## config.mk

```make
export PLATFORM = sky130hd
export DESIGN_NAME = ct_f_spsram_arb
export DESIGN_NICKNAME = d
export VERILOG_FILES = /design/src/rtl/ct_f_spsram_arb.sv
export SDC_FILE = /design/constraint.sdc
export NUM_CORES = 1
export LEC_CHECK = 0
export ABC_AREA = 1
export CELL_PAD_IN_SITES_DETAIL_PLACEMENT = 1
export CELL_PAD_IN_SITES_GLOBAL_PLACEMENT = 2
export CORE_AREA = 5 5 523 525
export DETAILED_ROUTE_END_ITERATION = 8
export DIE_AREA = 0 0 528 530
export PLACE_DENSITY_LB_ADDON = 0.1
export REMOVE_ABC_BUFFERS = 1
export SLEW_MARGIN = 10
export SYNTH_ARGS = -nofsm -noshare
export SYNTH_HDL_FRONTEND = slang
export SYNTH_SLANG_ARGS = --single-unit
```

## constraint.sdc

```tcl
create_clock -name CLK -period 4.35 [get_ports CLK]
set_input_delay 0.6525 -clock CLK [delete_from_list [all_inputs] [get_ports CLK]]
set_output_delay 0.6525 -clock CLK [all_outputs]
set_load 0.02 [all_outputs]
```

## src/rtl/ct_f_spsram_arb.sv

```systemverilog
// ---------------------------------------------------------------------------
// ct_f_spsram_arb
//
// Purpose:
//   Front end for one single-port SRAM macro. After reset it zero-fills
//   every word of the array, one word per cycle. It then shares the macro
//   between two valid/ready requesters. Arbitration is round-robin. The
//   macro takes at most one access per cycle. Read data comes back on the
//   cycle after the access.
//
// Ports:
//   CLK, RST             clock; synchronous active-high reset
//   reqN_vld / reqN_rdy  command handshake for requester N (N = 0, 1)
//   reqN_wr              1 = write, 0 = read
//   reqN_addr            word address
//   reqN_wdata           write data
//   reqN_wmask           per-bit write mask, active-high
//   rspN_vld / rspN_data read response for requester N (one cycle pulse)
//   init_done            array is zero-filled and arbitration is running
//   A, CEN, GWEN, WEN, D macro control and write pins (control is active-low)
//   Q                    macro read data, valid the cycle after a read
// ---------------------------------------------------------------------------
module ct_f_spsram_arb #(
   parameter int ADDR_WIDTH = 10,
   parameter int DATA_WIDTH = 144,
   parameter bit INIT_EN    = 1'b1
) (
   input  logic                  CLK,
   input  logic                  RST,

   input  logic                  req0_vld,
   output logic                  req0_rdy,
   input  logic                  req0_wr,
   input  logic [ADDR_WIDTH-1:0] req0_addr,
   input  logic [DATA_WIDTH-1:0] req0_wdata,
   input  logic [DATA_WIDTH-1:0] req0_wmask,
   output logic                  rsp0_vld,
   output logic [DATA_WIDTH-1:0] rsp0_data,

   input  logic                  req1_vld,
   output logic                  req1_rdy,
   input  logic                  req1_wr,
   input  logic [ADDR_WIDTH-1:0] req1_addr,
   input  logic [DATA_WIDTH-1:0] req1_wdata,
   input  logic [DATA_WIDTH-1:0] req1_wmask,
   output logic                  rsp1_vld,
   output logic [DATA_WIDTH-1:0] rsp1_data,

   output logic                  init_done,

   output logic [ADDR_WIDTH-1:0] A,
   output logic                  CEN,
   output logic                  GWEN,
   output logic [DATA_WIDTH-1:0] WEN,
   output logic [DATA_WIDTH-1:0] D,
   input  logic [DATA_WIDTH-1:0] Q
);

   typedef enum logic {
      ST_INIT = 1'b0,
      ST_RUN  = 1'b1
   } state_t;

   // Index of the last word. The counter has one spare bit so that it
   // parks at 2^ADDR_WIDTH rather than wrapping back to word 0.
   localparam logic [ADDR_WIDTH:0]   LAST_ADDR   = {1'b0, {ADDR_WIDTH{1'b1}}};
   localparam logic [ADDR_WIDTH:0]   CNT_ONE     = {{ADDR_WIDTH{1'b0}}, 1'b1};
   localparam logic [DATA_WIDTH-1:0] ALL_ONES    = {DATA_WIDTH{1'b1}};
   localparam logic [DATA_WIDTH-1:0] ALL_ZEROS   = {DATA_WIDTH{1'b0}};
   localparam logic [ADDR_WIDTH-1:0] ADDR_ZERO   = {ADDR_WIDTH{1'b0}};
   localparam state_t                STATE_RST   = INIT_EN ? ST_INIT : ST_RUN;
   localparam logic                  DONE_RST    = ~INIT_EN;

   state_t                state_q, state_d;
   logic [ADDR_WIDTH:0]   init_cnt_q, init_cnt_d;
   logic                  rr_ptr_q, rr_ptr_d;
   logic                  rsp0_vld_q, rsp0_vld_d;
   logic                  rsp1_vld_q, rsp1_vld_d;
   logic                  init_done_q, init_done_d;

   logic                  run;
   logic                  grant0;
   logic                  grant1;

   // Arbitration. Each grant can happen only in RUN and outside reset.
   // A lone valid requester always wins. When both are valid, rr_ptr
   // picks the winner.
   always_comb begin
      run    = (state_q == ST_RUN) & ~RST;
      grant0 = run & req0_vld & (~req1_vld | ~rr_ptr_q);
      grant1 = run & req1_vld & (~req0_vld |  rr_ptr_q);
   end

   // Next-state logic for the sequencer, round-robin pointer and response flags
   always_comb begin
      state_d     = state_q;
      init_cnt_d  = init_cnt_q;
      rr_ptr_d    = rr_ptr_q;
      init_done_d = init_done_q;
      rsp0_vld_d  = 1'b0;
      rsp1_vld_d  = 1'b0;
      case (state_q)
         ST_INIT: begin
            init_cnt_d = init_cnt_q + CNT_ONE;
            if (init_cnt_q == LAST_ADDR) begin
               state_d     = ST_RUN;
               init_done_d = 1'b1;
            end else begin
               state_d     = ST_INIT;
               init_done_d = 1'b0;
            end
         end
         ST_RUN: begin
            // The winner goes to the back of the line. With no grant the
            // pointer keeps its value.
            if (grant0) begin
               rr_ptr_d = 1'b1;
            end else if (grant1) begin
               rr_ptr_d = 1'b0;
            end else begin
               rr_ptr_d = rr_ptr_q;
            end
            rsp0_vld_d = grant0 & ~req0_wr;
            rsp1_vld_d = grant1 & ~req1_wr;
         end
         default: begin
            state_d    = STATE_RST;
            init_cnt_d = {(ADDR_WIDTH+1){1'b0}};
         end
      endcase
   end

   // State registers with synchronous reset
   always_ff @(posedge CLK) begin
      if (RST) begin
         state_q     <= STATE_RST;
         init_cnt_q  <= {(ADDR_WIDTH+1){1'b0}};
         rr_ptr_q    <= 1'b0;
         rsp0_vld_q  <= 1'b0;
         rsp1_vld_q  <= 1'b0;
         init_done_q <= DONE_RST;
      end else begin
         state_q     <= state_d;
         init_cnt_q  <= init_cnt_d;
         rr_ptr_q    <= rr_ptr_d;
         rsp0_vld_q  <= rsp0_vld_d;
         rsp1_vld_q  <= rsp1_vld_d;
         init_done_q <= init_done_d;
      end
   end

   // SRAM pin drive. The macro stays idle during reset. In INIT the
   // sequencer owns the pins. In RUN the granted requester owns them.
   always_comb begin
      CEN  = 1'b1;
      GWEN = 1'b1;
      WEN  = ALL_ONES;
      A    = ADDR_ZERO;
      D    = ALL_ZEROS;
      if (RST) begin
         CEN = 1'b1;
      end else if (state_q == ST_INIT) begin
         CEN  = 1'b0;
         GWEN = 1'b0;
         WEN  = ALL_ZEROS;
         A    = init_cnt_q[ADDR_WIDTH-1:0];
         D    = ALL_ZEROS;
      end else if (grant0) begin
         CEN = 1'b0;
         A   = req0_addr;
         if (req0_wr) begin
            GWEN = 1'b0;
            WEN  = ~req0_wmask;
            D    = req0_wdata;
         end else begin
            GWEN = 1'b1;
         end
      end else if (grant1) begin
         CEN = 1'b0;
         A   = req1_addr;
         if (req1_wr) begin
            GWEN = 1'b0;
            WEN  = ~req1_wmask;
            D    = req1_wdata;
         end else begin
            GWEN = 1'b1;
         end
      end else begin
         CEN = 1'b1;
      end
   end

   // Handshake and response outputs. A response already in flight is
   // masked as soon as reset is asserted.
   always_comb begin
      req0_rdy  = grant0;
      req1_rdy  = grant1;
      rsp0_vld  = rsp0_vld_q & ~RST;
      rsp1_vld  = rsp1_vld_q & ~RST;
      rsp0_data = Q;
      rsp1_data = Q;
      init_done = init_done_q;
   end

endmodule

```

Word-level counts from Yosys, hierarchy flattened
Index checks and enable logic that the tools add are counted.

word-level totals
  flip-flop bits (word level) = 16

operators by class
  add/sub/neg operators = 1
  equality and inequality tests = 1
  mux-type cells = 30
  bitwise logic cells = 20
  reduce and logical (&&, ||, !) cells = 3

operator list
  operator                                                            number
  144-bit 2-to-1 mux                                                  12
  144-bit NOT                                                         2
  10-bit 2-to-1 mux                                                   4
  1-bit 2-to-1 mux                                                    14
  11-bit by 1-bit adder with 11-bit output (second input constant)    1
  11-bit by 10-bit == test with 1-bit output (second input constant)  1
  1-bit bitwise AND                                                   9
  1-bit NOT                                                           7
  1-bit bitwise OR                                                    2
  2-bit AND reduction                                                 1
  2-bit nonzero test                                                  1
  2-bit OR reduction                                                  1

Logic depth before layout (Yosys ltp)
  depth after elaboration = 8
  depth in mapped cells = 10

Worst setup path before layout
No wires, ideal clock.

  path type = input-to-output
  from = input RST
  to = output GWEN
  data arrival time = 1.813 ns
  data required time = 3.697 ns
  path slack = 1.885 ns
  cell stages on the path = 9
  path through = buf_4 > inv_2 > nand2_4 > inv_2 > buf_6 > buf_6 > nand3_1 > nand2_1 > o21ai_0

between the ends
  cells in the longest elaborated chain, start to end = 8

ends and longest elaborated chain
  item                            line  RTL
  start, declared                 29    input logic RST,
  1-bit NOT                       89    run = (state_q == ST_RUN) & ~RST;
  1-bit bitwise AND               89
  1-bit bitwise AND (2 in a row)  91    grant1 = run & req1_vld & (~req0_vld | rr_ptr_q);
  1-bit 2-to-1 mux                178   end else if (grant1) begin
  1-bit 2-to-1 mux                168   end else if (grant0) begin
  1-bit 2-to-1 mux                162   end else if (state_q == ST_INIT) begin
  1-bit 2-to-1 mux *              160   if (RST) begin
  end, declared                   53    output logic GWEN,

Mark *: on every way between the ends. The rest lies on a longest branch, timed or not.

Worst setup path in the final report
  from = input RST
  to = output D[89]

between the ends
  cells in the longest elaborated chain, start to end = 8

ends and longest elaborated chain
  item                            line  RTL
  1-bit NOT                       89
  1-bit bitwise AND               89
  1-bit bitwise AND (2 in a row)  91
  144-bit 2-to-1 mux              178
  144-bit 2-to-1 mux              168
  144-bit 2-to-1 mux              162
  144-bit 2-to-1 mux *            160
  end, declared                   55    output logic [DATA_WIDTH-1:0] D,

Marks and branches as above.

==> out/qor.csv <==
stage,metric,value,unit
status,status,finished clean,
setup_path,Worst Path Required,3700,ps
cts,CTS Buffer Depth,2,
synth,Post-synth EDFFs,0,
sta,relative slew slack,39.0,%
global_routing,All-Layer GR Usage,13.3,%
synth,Netlist Area Pre-Place,8670,um2
global_routing,number of global-route vias before repair,16111,
setup_path,crit path capture type,output port,
power_and_ir_drop,Sw Pwr,547,uW
synth,warnings from Yosys,0,
detailed_routing,DRC,0,
global_routing,GRT Residual Overflow,0,
detailed_routing,DRT antenna net count,0,
setup_path,Setup crit start kind,primary input,
cts,clock sink count,16,
setup_path,WP data arrival,3280,ps
place,DP HPWL,166,mm
cts,CTS tree,built,
power_and_ir_drop,power per cell area,72.5,nW/um2
finish,nets@finish,2898,
sta,Fin. Hold Viols,0,
setup_path,critical-path maximum fanout,34,
detailed_routing,wire length per cell,34.0,um
synth,Yosys top cell area share,26.5,%
cts,H-tree levels,1,
cts,clk slew on worst S/H paths,50,ps
global_routing,first-pass GRT wire length,233,mm
detailed_routing,Vias/cell,2.70,
cts,"Hold-fix buffers, CTS",0,
sta,Clock Skew,5.48,ps
sta,fin worst setup slack,420,ps
synth,mean post-synth cell area,5.32,um2
cts,CTS Root Cell,clkbuf_16,
floorplanning,I/O pin cnt,1339,
sta,RSZ-0062 raised after global routing,false,
floorplanning,Starting Density,3.22,%
place,Placed Area,20100,um2
sta,Pins Over Slew Limit,0,
sta,post-layout min period,3930,ps
floorplanning,row cnt,191,
run,max cap viols,0,
detailed_routing,Vias,15494,
power_and_ir_drop,Pleak,6.41,nW
sta,fmax,0.254,GHz
synth,Main synth FF type,dfxtp_1,
cts,later-pin clock latency in the skew report,260,ps
global_routing,initial antenna violation count,75,
floorplanning,Die Span Y,530,um
sta,final worst-path cycle share,90.3,%
power_and_ir_drop,switch share,37.2,%
power_and_ir_drop,Comb pwr share,75.3,%
floorplanning,core area,269000,um2
detailed_routing,Initial DRC Count,1044,
setup_path,capturing point of the worst reg2reg path,init_cnt_q[9]$_SDFFE_PP0N_,
setup_path,FF-to-FF Start,state_q$_SDFF_PP0_,
worst_hold_path,Hold Crit Class,flip-flop to flip-flop,
setup_path,Reg2Reg Depth,7,
power_and_ir_drop,Clk network pwr share,14.4,%
finish,final instance area,20200,um2
setup_path,crit path launch,RST,
worst_hold_path,hold_sp,init_done$_SDFFE_PP0N_,
cts,cts bufs inserted,3,
place,pre-CTS WS,343,ps
setup_path,register-to-register setup slack,2600,ps
synth,ys async rst share,0,%
synth,largest cells by area after synthesis,"nand3_1 27%, buf_4 26%, nand2_1 21%",
detailed_routing,DRT Pass-1 Iters,5,
setup_path,Crit Path Class,primary input to output port,
synth,largest area contributor in the netlist,nand3_1,
finish,layout cells sized above 1,6.33,%
setup_path,Setup crit end,D[89],
floorplanning,Die Area,280000,um2
cts,PostCTS Resize Cnt,0,
synth,Synth Register Bits,16,
power_and_ir_drop,register share of total power,10.3,%
sta,final setup fails,0,
global_routing,largest net degree at the start of global routing,113,
finish,Area Growth Syn to Fin,134,%
detailed_routing,Post-Route WL,195,mm
cts,setup bufs post-CTS,0,
power_and_ir_drop,Internal,922,uW
sta,Worst-Margin Slew,915,ps
synth,Mapped Cells,1629,
power_and_ir_drop,peak supply drop,0.0982,mV
floorplanning,DIE WIDTH,528,um
synth,synth unique cells,24,
place,Placer Congestion,0.938,
place,I/O Buffers,906,
synth,post-synthesis sequential area ratio,3.70,%
==> worst min path at each step <==
stage                                        end  slack, ps  cells after the start
after global routing      init_done$_SDFFE_PP0N_        540                      2
after floorplan            rr_ptr_q$_SDFFE_PP0P_        450                      2
final                     init_done$_SDFFE_PP0N_        510                      2
after detailed placement  init_done$_SDFFE_PP0N_        500                      2
after global placement     rr_ptr_q$_SDFFE_PP0P_        510                      2
after CTS                 init_done$_SDFFE_PP0N_        510                      2
==> through the flow <==
| stage | hold slack, ps | power (mW) | std cells | TNS, ps | utilization (%) |
|---|---|---|---|---|---|
| final | 510 | 1.47 | 5740 | 0 | 7.53 |
| after global routing | 535 | 1.54 | 5722 | 0 | 7.51 |
| after CTS | 512 | 1.50 | 5720 | 0 | 7.51 |
| after detailed placement | 496 | 1.28 | 5716 | 0 | 7.48 |
| after global placement | 513 | 1.29 | 5716 | 0 | 7.48 |
| after floorplan | 452 | 0.324 | 1175 | -1101750 | - |
==> final cells by class <==
type / count / area [um2]
fill: 32230 / 249000
multi-input combinational: 1131 / 5270
tap: 3570 / 4470
sequential: 16 / 324
antenna: 20 / 50.0
timing repair buffer: 971 / 9930
inverter: 28 / 118
clock buffer: 4 / 88.8
==> worst max-delay path, cell delays in order <==
cell             delay [ps]
clkdlybuf4s50_1         500
inv_6                   110
nand2_4                  80
inv_6                   160
nand2_1                  80
buf_4                   170
inv_4                    60
buf_12                  200
buf_12                  270
nand3_1                 120
nand2_1                  90
clkdlybuf4s50_1         680
==> cells in the final DEF (no fill, tap or decap), types with 2 or more instances in the layout <==
master,synthesis,final
nor3_1,2,2
o21ai_0,5,5
nand2_1,481,481
clkdlybuf4s50_1,0,850
buf_12,0,40
nor2_1,22,22
nand4_1,146,146
dfxtp_1,16,15
diode_2,0,20
inv_1,24,24
o31ai_1,2,2
buf_4,302,79
inv_6,0,2
nand3_1,459,459
clkbuf_16,0,3
a21oi_1,5,5
nor2_4,2,2
==> power by group through the flow <==
stage          Sequential, mW  Clock [mW]  Combinational (mW)
3_5_place_dp            0.155           0                1.12
5_1_grt                 0.152       0.226                1.16
6_report                0.151       0.212                1.11
2_1_floorplan           0.154           0               0.170
3_3_place_gp            0.155           0                1.13
4_1_cts                 0.151       0.220                1.13
==> kinds of logic (layout without fill, tap and decap cells) <==
logic type               after synthesis  count (layout)  share of synthesized area (%)
other                                  0              20                              0
flip-flops                            16              16                           3.70
AND/OR/NAND/NOR                     1115            1115                           59.5
adder cells (fa/ha/maj)                1               1                          0.144
buffers and inverters                482            1003                           35.6
AO/OA/AOI/OAI                         15              15                           1.01
==> metal layers <==
layer	track usage [%]	up-vias	part of all wire (%)
li1	-	6265	-
met3	15.9	225	25
met2	17.6	1694	36
met4	1.61	94	1.4
met1	12.8	7216	34
met5	9.56	-	2.1
==> registers in the layout (all words and copies together) (netlist names) <==
name,cells
init_done,1
init_cnt_q,11
rsp0_vld_q,1
rsp1_vld_q,1
state_q,1
rr_ptr_q,1
==> cells in the mapped netlist, types with 4 or more instances <==
master,n
a21oi_1,5
buf_1,29
buf_2,57
buf_4,302
buf_6,10
clkbuf_1,56
dfxtp_1,16
inv_1,24
inv_2,4
nand2_1,481
nand3_1,459
nand4_1,146
nor2_1,22
o21ai_0,5
(Power assumes the default switching activity.)
